==> config.mk <==
export PLATFORM = sky130hd
export DESIGN_NAME = write_to_ddr3_flat
export DESIGN_NICKNAME = d
export VERILOG_FILES = /design/src/rtl/write_to_ddr3_if.sv /design/src/rtl/write_to_ddr3.sv /design/src/flat_wrapper.sv
export SDC_FILE = /design/constraint.sdc
export NUM_CORES = 1
export LEC_CHECK = 0
export BUFFER_PORTS_ARGS = -buffer_cell sky130_fd_sc_hd__buf_2
export CORE_ASPECT_RATIO = 2
export CORE_MARGIN = 5
export CORE_UTILIZATION = 47
export DETAILED_ROUTE_END_ITERATION = 12
export GPL_TIMING_DRIVEN = 0
export HOLD_SLACK_MARGIN = 0.08
export PLACE_DENSITY = 0.87
export REMOVE_ABC_BUFFERS = 1
export SYNTH_ARGS = -nofsm -noshare
export SYNTH_HDL_FRONTEND = slang
export SYNTH_SLANG_ARGS = --single-unit
export TNS_END_PERCENT = 50
==> constraint.sdc <==
create_clock -name ddr3_clk -period 3.4 [get_ports ddr3_clk]
set_input_delay 0.34 -clock ddr3_clk [delete_from_list [all_inputs] [get_ports ddr3_clk]]
set_output_delay 0.34 -clock ddr3_clk [all_outputs]
set_load 0.05 [all_outputs]
==> src/rtl/write_to_ddr3_if.sv <==
// Avalon-MM write port between the frame writer and the DDR3 controller.
// Latency: none, wires only.
// Backpressure: ddr3_avl_ready from the controller stalls the current beat.
interface write_to_ddr3_if #(
  parameter int DATA_WIDTH = 64
) ();
  logic                    ddr3_avl_ready;
  logic                    ddr3_avl_burstbegin;
  logic [2:0]              ddr3_avl_size;
  logic                    ddr3_avl_write_req;
  logic [25:0]             ddr3_avl_addr;
  logic [DATA_WIDTH-1:0]   ddr3_avl_wdata;
  logic [DATA_WIDTH/8-1:0] ddr3_avl_be;

  modport master (
    input  ddr3_avl_ready,
    output ddr3_avl_burstbegin, ddr3_avl_size, ddr3_avl_write_req,
    output ddr3_avl_addr, ddr3_avl_wdata, ddr3_avl_be
  );

  modport slave (
    output ddr3_avl_ready,
    input  ddr3_avl_burstbegin, ddr3_avl_size, ddr3_avl_write_req,
    input  ddr3_avl_addr, ddr3_avl_wdata, ddr3_avl_be
  );
endinterface

==> src/rtl/write_to_ddr3.sv <==
// Drains a show-ahead pixel FIFO in 4-beat Avalon bursts into one half of the DDR3 frame double-buffer.
// Latency: burst starts 1 cycle after the FIFO holds 4 words; 1 idle cycle between bursts, IDLE between frames.
// Backpressure: ddr3_avl_ready low holds the beat and stops popping; a full target buffer parks the writer in IDLE.
module write_to_ddr3 #(
  parameter int IMAGE_WIDTH  = 1280,
  parameter int IMAGE_HEIGHT = 1024,
  parameter int DATA_WIDTH   = 64,
  parameter int FIFO_USED_W  = 9
) (
  input  logic                   ddr3_clk,
  input  logic                   reset_n,
  input  logic [DATA_WIDTH-1:0]  wr_fifo_data,
  input  logic [FIFO_USED_W-1:0] wr_fifo_used,
  output logic                   wr_fifo_rd,
  input  logic [25:0]            ddr3_buffer0_offset,
  input  logic [25:0]            ddr3_buffer1_offset,
  input  logic                   clear_buffer0,
  input  logic                   clear_buffer1,
  output logic                   buffer0_full,
  output logic                   buffer1_full,
  output logic                   frame_done,
  write_to_ddr3_if.master        avl
);

  localparam int BURSTS = (IMAGE_WIDTH * IMAGE_HEIGHT) / 4;
  localparam int BCW    = (BURSTS > 1) ? $clog2(BURSTS) : 1;
  localparam logic [BCW-1:0] LAST_BURST = BCW'(BURSTS - 1);

  localparam logic [1:0] IDLE      = 2'd0;
  localparam logic [1:0] WAIT_DATA = 2'd1;
  localparam logic [1:0] BURST     = 2'd2;

  logic [1:0]     state;
  logic           write_req;
  logic           burstbegin;
  logic [1:0]     full;
  logic           buffer_sel;
  logic [1:0]     beat;
  logic [BCW-1:0] burst_cnt;
  logic [25:0]    addr;

  logic accept;
  logic frame_end;

  // A beat moves when the controller takes it; the FIFO pops on exactly that term
  assign accept     = write_req & avl.ddr3_avl_ready;
  assign frame_end  = accept && (beat == 2'd3) && (burst_cnt == LAST_BURST);
  assign wr_fifo_rd = accept;

  assign avl.ddr3_avl_write_req  = write_req;
  assign avl.ddr3_avl_burstbegin = burstbegin;
  assign avl.ddr3_avl_addr       = addr;
  assign avl.ddr3_avl_size       = 3'b100;
  assign avl.ddr3_avl_wdata      = wr_fifo_data;
  assign avl.ddr3_avl_be         = '1;

  assign buffer0_full = full[0];
  assign buffer1_full = full[1];

  // Burst sequencer: pick a free buffer, wait for a full burst of data, issue 4 beats
  always_ff @(posedge ddr3_clk or negedge reset_n) begin
    if (!reset_n) begin
      state      <= IDLE;
      write_req  <= 1'b0;
      burstbegin <= 1'b0;
      frame_done <= 1'b0;
      buffer_sel <= 1'b0;
      beat       <= 2'd0;
      burst_cnt  <= '0;
      addr       <= 26'd0;
    end else begin
      frame_done <= 1'b0;
      case (state)
        IDLE: begin
          if (!full[buffer_sel]) begin
            addr      <= buffer_sel ? ddr3_buffer1_offset : ddr3_buffer0_offset;
            burst_cnt <= '0;
            state     <= WAIT_DATA;
          end
        end
        WAIT_DATA: begin
          if (wr_fifo_used >= FIFO_USED_W'(4)) begin
            write_req  <= 1'b1;
            burstbegin <= 1'b1;
            beat       <= 2'd0;
            state      <= BURST;
          end
        end
        BURST: begin
          if (accept) begin
            burstbegin <= 1'b0;
            if (beat == 2'd3) begin
              write_req <= 1'b0;
              burst_cnt <= burst_cnt + 1'b1;
              addr      <= addr + 26'd4;
              if (burst_cnt == LAST_BURST) begin
                frame_done <= 1'b1;
                buffer_sel <= ~buffer_sel;
                state      <= IDLE;
              end else begin
                state <= WAIT_DATA;
              end
            end else begin
              beat <= beat + 2'd1;
            end
          end
        end
        default: state <= IDLE;
      endcase
    end
  end

  // Buffer flags: frame completion sets, reader clears; completion wins a same-cycle collision
  always_ff @(posedge ddr3_clk or negedge reset_n) begin
    if (!reset_n) begin
      full <= 2'b00;
    end else begin
      if (frame_end && !buffer_sel)  full[0] <= 1'b1;
      else if (clear_buffer0)        full[0] <= 1'b0;
      if (frame_end && buffer_sel)   full[1] <= 1'b1;
      else if (clear_buffer1)        full[1] <= 1'b0;
    end
  end

endmodule

==> src/flat_wrapper.sv <==
// flat-port wrapper written by rule: the top's interface ports become plain ports
module write_to_ddr3_flat 
#(
  parameter int IMAGE_WIDTH  = 1280,
  parameter int IMAGE_HEIGHT = 1024,
  parameter int DATA_WIDTH   = 64,
  parameter int FIFO_USED_W  = 9
)
  (ddr3_clk, reset_n, wr_fifo_data, wr_fifo_used, wr_fifo_rd, ddr3_buffer0_offset, ddr3_buffer1_offset, clear_buffer0, clear_buffer1, buffer0_full, buffer1_full, frame_done, avl_ddr3_avl_ready, avl_ddr3_avl_burstbegin, avl_ddr3_avl_size, avl_ddr3_avl_write_req, avl_ddr3_avl_addr, avl_ddr3_avl_wdata, avl_ddr3_avl_be);
  write_to_ddr3_if #(.DATA_WIDTH(DATA_WIDTH)) avl_i ();
  input  logic ddr3_clk;
  input  logic reset_n;
  input  logic [DATA_WIDTH-1:0] wr_fifo_data;
  input  logic [FIFO_USED_W-1:0] wr_fifo_used;
  output logic wr_fifo_rd;
  input  logic [25:0] ddr3_buffer0_offset;
  input  logic [25:0] ddr3_buffer1_offset;
  input  logic clear_buffer0;
  input  logic clear_buffer1;
  output logic buffer0_full;
  output logic buffer1_full;
  output logic frame_done;
  input wire logic [$bits(avl_i.ddr3_avl_ready)-1:0] avl_ddr3_avl_ready;
  output wire logic [$bits(avl_i.ddr3_avl_burstbegin)-1:0] avl_ddr3_avl_burstbegin;
  output wire logic [$bits(avl_i.ddr3_avl_size)-1:0] avl_ddr3_avl_size;
  output wire logic [$bits(avl_i.ddr3_avl_write_req)-1:0] avl_ddr3_avl_write_req;
  output wire logic [$bits(avl_i.ddr3_avl_addr)-1:0] avl_ddr3_avl_addr;
  output wire logic [$bits(avl_i.ddr3_avl_wdata)-1:0] avl_ddr3_avl_wdata;
  output wire logic [$bits(avl_i.ddr3_avl_be)-1:0] avl_ddr3_avl_be;
  assign avl_i.ddr3_avl_ready = avl_ddr3_avl_ready;
  assign avl_ddr3_avl_burstbegin = avl_i.ddr3_avl_burstbegin;
  assign avl_ddr3_avl_size = avl_i.ddr3_avl_size;
  assign avl_ddr3_avl_write_req = avl_i.ddr3_avl_write_req;
  assign avl_ddr3_avl_addr = avl_i.ddr3_avl_addr;
  assign avl_ddr3_avl_wdata = avl_i.ddr3_avl_wdata;
  assign avl_ddr3_avl_be = avl_i.ddr3_avl_be;
  write_to_ddr3 #(.IMAGE_WIDTH(IMAGE_WIDTH), .IMAGE_HEIGHT(IMAGE_HEIGHT), .DATA_WIDTH(DATA_WIDTH), .FIFO_USED_W(FIFO_USED_W)) u_core (.ddr3_clk(ddr3_clk), .reset_n(reset_n), .wr_fifo_data(wr_fifo_data), .wr_fifo_used(wr_fifo_used), .wr_fifo_rd(wr_fifo_rd), .ddr3_buffer0_offset(ddr3_buffer0_offset), .ddr3_buffer1_offset(ddr3_buffer1_offset), .clear_buffer0(clear_buffer0), .clear_buffer1(clear_buffer1), .buffer0_full(buffer0_full), .buffer1_full(buffer1_full), .frame_done(frame_done), .avl(avl_i));
endmodule
==> impl_metrics.py, run 1 <==
metrics = {
    "grt": {
        "grt_overflow_total": 0,
        "grt_pass1_wl_mm": 24.3,
        "grt_max_degree": 56,
        "grt_pass1_vias": 3328,
        "antenna_found_initial": 0,
        "grt_usage_pct": 35.9,
    },
    "timing": {
        "final.min_clock_period_ps": 3240,
        "post-route-period-util_pct": 95.4,
        "setup_viol": 0,
        "whs_ps": 226,
        "max_freq_mhz": 308,
        "drv_slew": 0,
        "worst_slew_pin_slew_ps": 1440,
        "max_slew_margin_pct": 2.95,
        "clock_skew_ps": 7.06,
        "fin_setup_tns_ps": 0,
        "hold_violations": 0,
        "rsz0062_at_grt": "no",
    },
    "floorplan": {
        "ios": 237,
        "core_area_sq_um": 7940,
        "die_x_microns": 73.9,
        "die_height_microns": 138,
        "start_util_pct": 48.3,
        "rows": 46,
        "die_area_sq_um": 10200,
    },
    "cells_and_area": {
        "synthToLayoutAreaGrowth_pct": 5.93,
        "fin_util_pct": 51.2,
        "final_common_cell": "buf_2",
        "finalNonFillerCells": 560,
        "seq_area_sq_um": 1380,
        "n_antenna_cell": 0,
        "nNetsFinal": 596,
        "drive_gt1_share_pct": 26.7,
        "final_cell_mix": "buf_2 (95), dfrtp_1 (54), nor2_1 (36), nand2_1 (34), a21oi_1 (34)",
        "fill_cells": 732,
        "multiInputGateArea_sq_um": 1820,
    },
    "detailed_routing": {
        "highest_layer": "met5",
        "drt-met1-wl_mm": 3.73,
        "first_iter_violations": 326,
        "firstDrtPassIters": 4,
        "post_drt_wl_per_cell_microns": 32.4,
        "dr_wl_met2_mm": 8.96,
        "wl_met3_mm": 3.31,
        "drc": 0,
        "drtAntennaViolNets": 0,
        "via_count": 3428,
        "routed_wl_mm": 18.1,
        "vias_per_cell": 6.12,
    },
    "cts": {
        "cts_tree": "done",
        "clock_latency_ps": 300,
        "cts.sinks": 55,
        "cts_buffer_depth": 2,
        "numCtsBuffers": 5,
        "cts-root-buf": "clkbuf_16",
        "clkSlewWorstSetupHoldPaths_ps": 70,
        "cts_resized": 0,
        "htreeDepth": 2,
    },
    "synthesis": {
        "syn_area_sq_um": 3840,
        "synth_edf_count": 0,
        "synth.ff_latch_count": 55,
        "yosys.area.top_type": "dfrtp_1",
        "synthFlopType": "dfrtp_1",
        "yosysSeqAreaShare_pct": 35.9,
        "synth_top_area_share_pct": 35.9,
        "ys_types": 48,
        "synth_area_leaders": "dfrtp_1 (36%), buf_4 (15%), mux2i_1 (5.7%)",
        "synth_area_per_cell_sq_um": 8.63,
        "yosysWarnings": 0,
        "syn_inst": 445,
        "ys_async_sr_fraction_pct": 100,
    },
    "critical_path": {
        "crit_type": "register to register",
        "critical_path.startpoint_type": "register",
        "r2r_slack_ps": 160,
        "critPathRequiredTime_ps": 3620,
        "endpoint_kind": "register",
        "r2r_start": "u_core.state[1]",
        "ff2ff_path_depth": 6,
        "r2r_end": "u_core.burst_cnt[18]",
        "cp.arrival_ps": 3460,
        "path_max_fanout": 29,
    },
    "placed_design": {
        "place_inst": 550,
        "dp_hpwl_mm": 15.3,
        "routabilityCongestion": 1.06,
        "numPortBuffers": 95,
    },
    "pwr": {
        "total_power_mw": 3.53,
        "vdd_drop_max_uv": 316,
        "pwr_density_cell_nw_per_um2": 869,
        "leakage_nw": 1.95,
    },
    "hold_path": {
        "hp-class": "input pin to register",
        "worstHoldEndpoint": "u_core.full[0]",
        "min-delay-start": "clear_buffer0",
        "whs_path_depth": 2,
    },
    "run_status": {
        "status": "finished, final reports clean",
    },
    "run": {
        "maxCapViolations": 0,
    },
}
-- layer usage --
layer  vias up  GRT usage [%]
li1       1523              -
met1      1601           23.2
met2       257           60.9
met3        45           26.4
met4         2           31.5
met5         -           2.22
-- cells in the mapped netlist (2+ instances only) --
cell,n
a21o_1,2
a21oi_1,34
a221oi_1,3
a22o_1,4
a22oi_1,2
a2bb2oi_1,6
and3_1,9
buf_1,7
buf_2,6
buf_4,75
clkbuf_1,9
conb_1,2
dfrtp_1,55
ha_1,3
inv_1,7
mux2_2,10
mux2i_1,22
nand2_1,34
nand3_1,17
nand4_1,10
nor2_1,36
nor2b_1,3
nor3_1,11
nor4_1,3
o21ai_0,24
o221ai_1,2
o22a_1,2
o22ai_1,7
o31ai_1,2
o32ai_1,2
or3_1,6
xnor2_1,9
xor2_1,6
-- worst max-delay path by stage --
stage	startpoint	end	slack, ps	depth (start not counted)
2_1_floorplan	u_core.state[1]	u_core.burst_cnt[17]	-40	5
3_3_place_gp	u_core.state[1]	u_core.burst_cnt[17]	-1260	5
3_5_place_dp	u_core.state[1]	u_core.burst_cnt[18]	270	6
4_1_cts	u_core.state[1]	u_core.burst_cnt[18]	240	6
5_1_grt	u_core.state[1]	u_core.burst_cnt[18]	2	6
6_report	u_core.state[1]	u_core.burst_cnt[18]	160	6
-- worst max-delay path: stages (launching register included) --
cell     delay [ps]
dfrtp_1         520
nor2b_2         650
buf_16          240
a22o_1          920
nand3_1         270
or3_1           400
a21oi_1         160
-- power breakdown --
part | total, mW | internal (mW) | switching [mW]
sequential | 1.09 | 0.842 | 0.250
clock | 0.610 | 0.367 | 0.243
combinational | 1.83 | 0.526 | 1.31
-- state kept, by name, summed over array words and instances (netlist names), 2 cells and up --
signal,count
u_core.full,2
u_core.state,2
u_core.beat,2
u_core.avl.ddr3_avl_addr,26
u_core.burst_cnt,19
-- area by class of cell --
type | count | area share [%]
Clock buffer | 6 | 3.42
Clock inverter | 2 | 0.862
Inverter | 7 | 0.646
Sequential cell | 55 | 33.9
Timing Repair Buffer | 99 | 13.4
Multi-Input combinational cell | 295 | 44.9
Tap cell | 96 | 2.95
-- metrics by stage --
stage               setup WS, ps  cell area (sq um)
floorplan                  -41.8               3220
global placement           -1260               3810
detailed placement           269               3860
CTS                          239               4040
global route                1.86               4070
finish                       157               4070
-- kinds of logic after synthesis --
logic type	Yosys count	share of synthesized area [%]
muxes	32	8.67
xor gates and xnor gates	15	3.42
buffers and inverters	104	17.7
adders and majority gates	3	0.978
and+or+nand+nor	138	17.6
DFF	55	35.9
other	2	0.196
AOI/OAI and AO/OA	96	15.6
-- repair_timing --
| action | 4_1_cts | 5_1_grt |
|---|---|---|
| setup buffers | 0 | 0 |
| hold endpoints to repair | 0 | 20 |
| hold buffers | 0 | 1 |
Note: power is estimated with default switching activity, not from simulation.
==> inputs of run 2 (changes only) <==
CORE_UTILIZATION = 44   (was 47)
PLACE_DENSITY = 0.82   (was 0.87)
clock period = 3.3 ns   (was 3.4 ns; I/O delays follow)
==> run 2 against run 1 <==
  * Final cell count increased by 0.36%
  * Clock power decreased by 5.2%
  * Worst hold slack got worse by 150 ps
  * Largest power group unchanged
  * Fmax increased by 7.6%
  * Register-to-register slack improved by 130 ps
==> impl_metrics.py, run 2 (same netlist as run 1, synthesis figures left out) <==
metrics = {
    "run_status": {
        "status": "finished, final reports clean",
    },
    "timing": {
        "hold_violations": 0,
        "worst_slew_pin_slew_ps": 1060,
        "clock_skew_ps": 12.2,
        "post-route-period-util_pct": 91.3,
        "whs_ps": 72.3,
        "fin_ws_ps": 286,
        "setup_viol": 0,
        "rsz0062_at_grt": "no",
        "max_slew_margin_pct": 28.7,
        "final.min_clock_period_ps": 3010,
        "max_freq_mhz": 332,
        "drv_slew": 0,
    },
    "floorplan": {
        "rows": 48,
        "ios": 237,
        "die_x_microns": 76.0,
        "start_util_pct": 44.7,
        "die_height_microns": 142,
        "die_area_sq_um": 10800,
        "core_area_sq_um": 8590,
    },
    "critical_path": {
        "critPathRequiredTime_ps": 3520,
        "path_max_fanout": 22,
        "cp-startpoint": "u_core.state[1]",
        "cp.arrival_ps": 3230,
        "critical_path.startpoint_type": "register",
        "r2r_end": "u_core.burst_cnt[17]",
        "r2r_slack_ps": 290,
        "crit_type": "register to register",
        "endpoint_kind": "register",
        "endpoint": "u_core.burst_cnt[17]",
        "r2r_start": "u_core.state[1]",
        "ff2ff_path_depth": 5,
    },
    "pwr": {
        "leakage_nw": 1.92,
        "pwr_density_cell_nw_per_um2": 885,
        "vdd_drop_max_uv": 376,
    },
    "cts": {
        "cts_buffer_depth": 2,
        "clock_latency_ps": 300,
        "htreeDepth": 2,
        "clkSlewWorstSetupHoldPaths_ps": 70,
        "cts.sinks": 55,
        "cts_resized": 0,
        "cts_tree": "done",
        "cts-root-buf": "clkbuf_16",
        "numCtsBuffers": 5,
        "cts-hold-fix-buffers": 0,
        "post_cts.repair.setup_buffers": 0,
    },
    "grt": {
        "grt_max_degree": 56,
        "grt_pass1_vias": 3221,
        "grt_usage_pct": 30.3,
        "antenna_found_initial": 0,
        "grt_pass1_wl_mm": 23.3,
        "grt_overflow_total": 0,
    },
    "detailed_routing": {
        "post_drt_wl_per_cell_microns": 29.9,
        "routed_wl_mm": 16.8,
        "vias_per_cell": 6.03,
        "drc": 0,
        "first_iter_violations": 206,
        "firstDrtPassIters": 5,
        "drtAntennaViolNets": 0,
        "via_count": 3388,
    },
    "placed_design": {
        "dp_hpwl_mm": 14.3,
        "placedInstanceArea_sq_um": 3870,
        "dpl_worst_slack_ps": 195,
        "numPortBuffers": 95,
        "routabilityCongestion": 0.924,
    },
    "cells_and_area": {
        "largest_reg_flops": 26,
        "multiInputGateArea_sq_um": 1830,
        "fin_util_pct": 47.0,
        "drive_gt1_share_pct": 27.1,
        "seq_area_sq_um": 1380,
        "final_common_cell": "buf_2",
        "fill_cells": 850,
        "synthToLayoutAreaGrowth_pct": 5.15,
        "final_cell_mix": "buf_2 (94), dfrtp_1 (54), nor2_1 (36), nand2_1 (34), a21oi_1 (34)",
        "design_area_sq_um": 4040,
        "nNetsFinal": 594,
        "n_antenna_cell": 0,
    },
    "hold_path": {
        "hp-class": "input pin to async pin",
    },
    "run": {
        "maxCapViolations": 0,
    },
}
==> run 2: cell type report <==
class	instances	area share, %
Sequential cell	55	34.1
Multi-Input combinational cell	295	45.4
Clock buffer	7	3.78
Clock inverter	1	0.186
Timing Repair Buffer	97	12.8
Tap cell	100	3.10
Inverter	7	0.651
==> run 2: worst min-delay path by stage <==
stage                                            from                      endpoint  slack (ps)  cells after the start
after CTS                               clear_buffer0                u_core.full[0]         210                      2
after global routing                          reset_n  u_core.avl.ddr3_avl_addr[21]         140                      1
after global placement    u_core.avl.ddr3_avl_addr[1]   u_core.avl.ddr3_avl_addr[1]         480                      2
after floorplan                               reset_n   u_core.avl.ddr3_avl_addr[0]          30                      0
final                                         reset_n  u_core.avl.ddr3_avl_addr[21]          70                      1
after detailed placement  u_core.avl.ddr3_avl_addr[1]   u_core.avl.ddr3_avl_addr[1]         480                      2
==> run 2: metrics by stage <==
step / power, mW / TNS (ps) / instances
detailed placement: 2.99 / 0 / 554
global placement: 2.88 / -33490 / 552
floorplan: 2.41 / -246 / 357
finish: 3.57 / 0 / 562
global route: 3.77 / 0 / 562
CTS: 3.56 / 0 / 562
==> run 2: worst max-delay path: stages, from the launching register on <==
cell and delay (ps):
dfrtp_1 530, nor2b_2 710, a22oi_2 520, or4_4 650
or3_1 370, a21oi_1 150
==> run 2: power by group <==
part           internal [mW]  total (mW)  leakage, nW  switching [mW]
clock                  0.324       0.578       0.0761           0.254
combinational          0.539        1.88         1.17            1.34
sequential             0.867        1.11        0.682           0.245
total                   1.73        3.57         1.92            1.84
==> run 2: layer usage <==
metal	part of all wire (%)	track usage [%]
met1	22	19.3
met4	5.9	16.4
met2	54	56.1
met5	0.17	2.27
met3	18	24.7
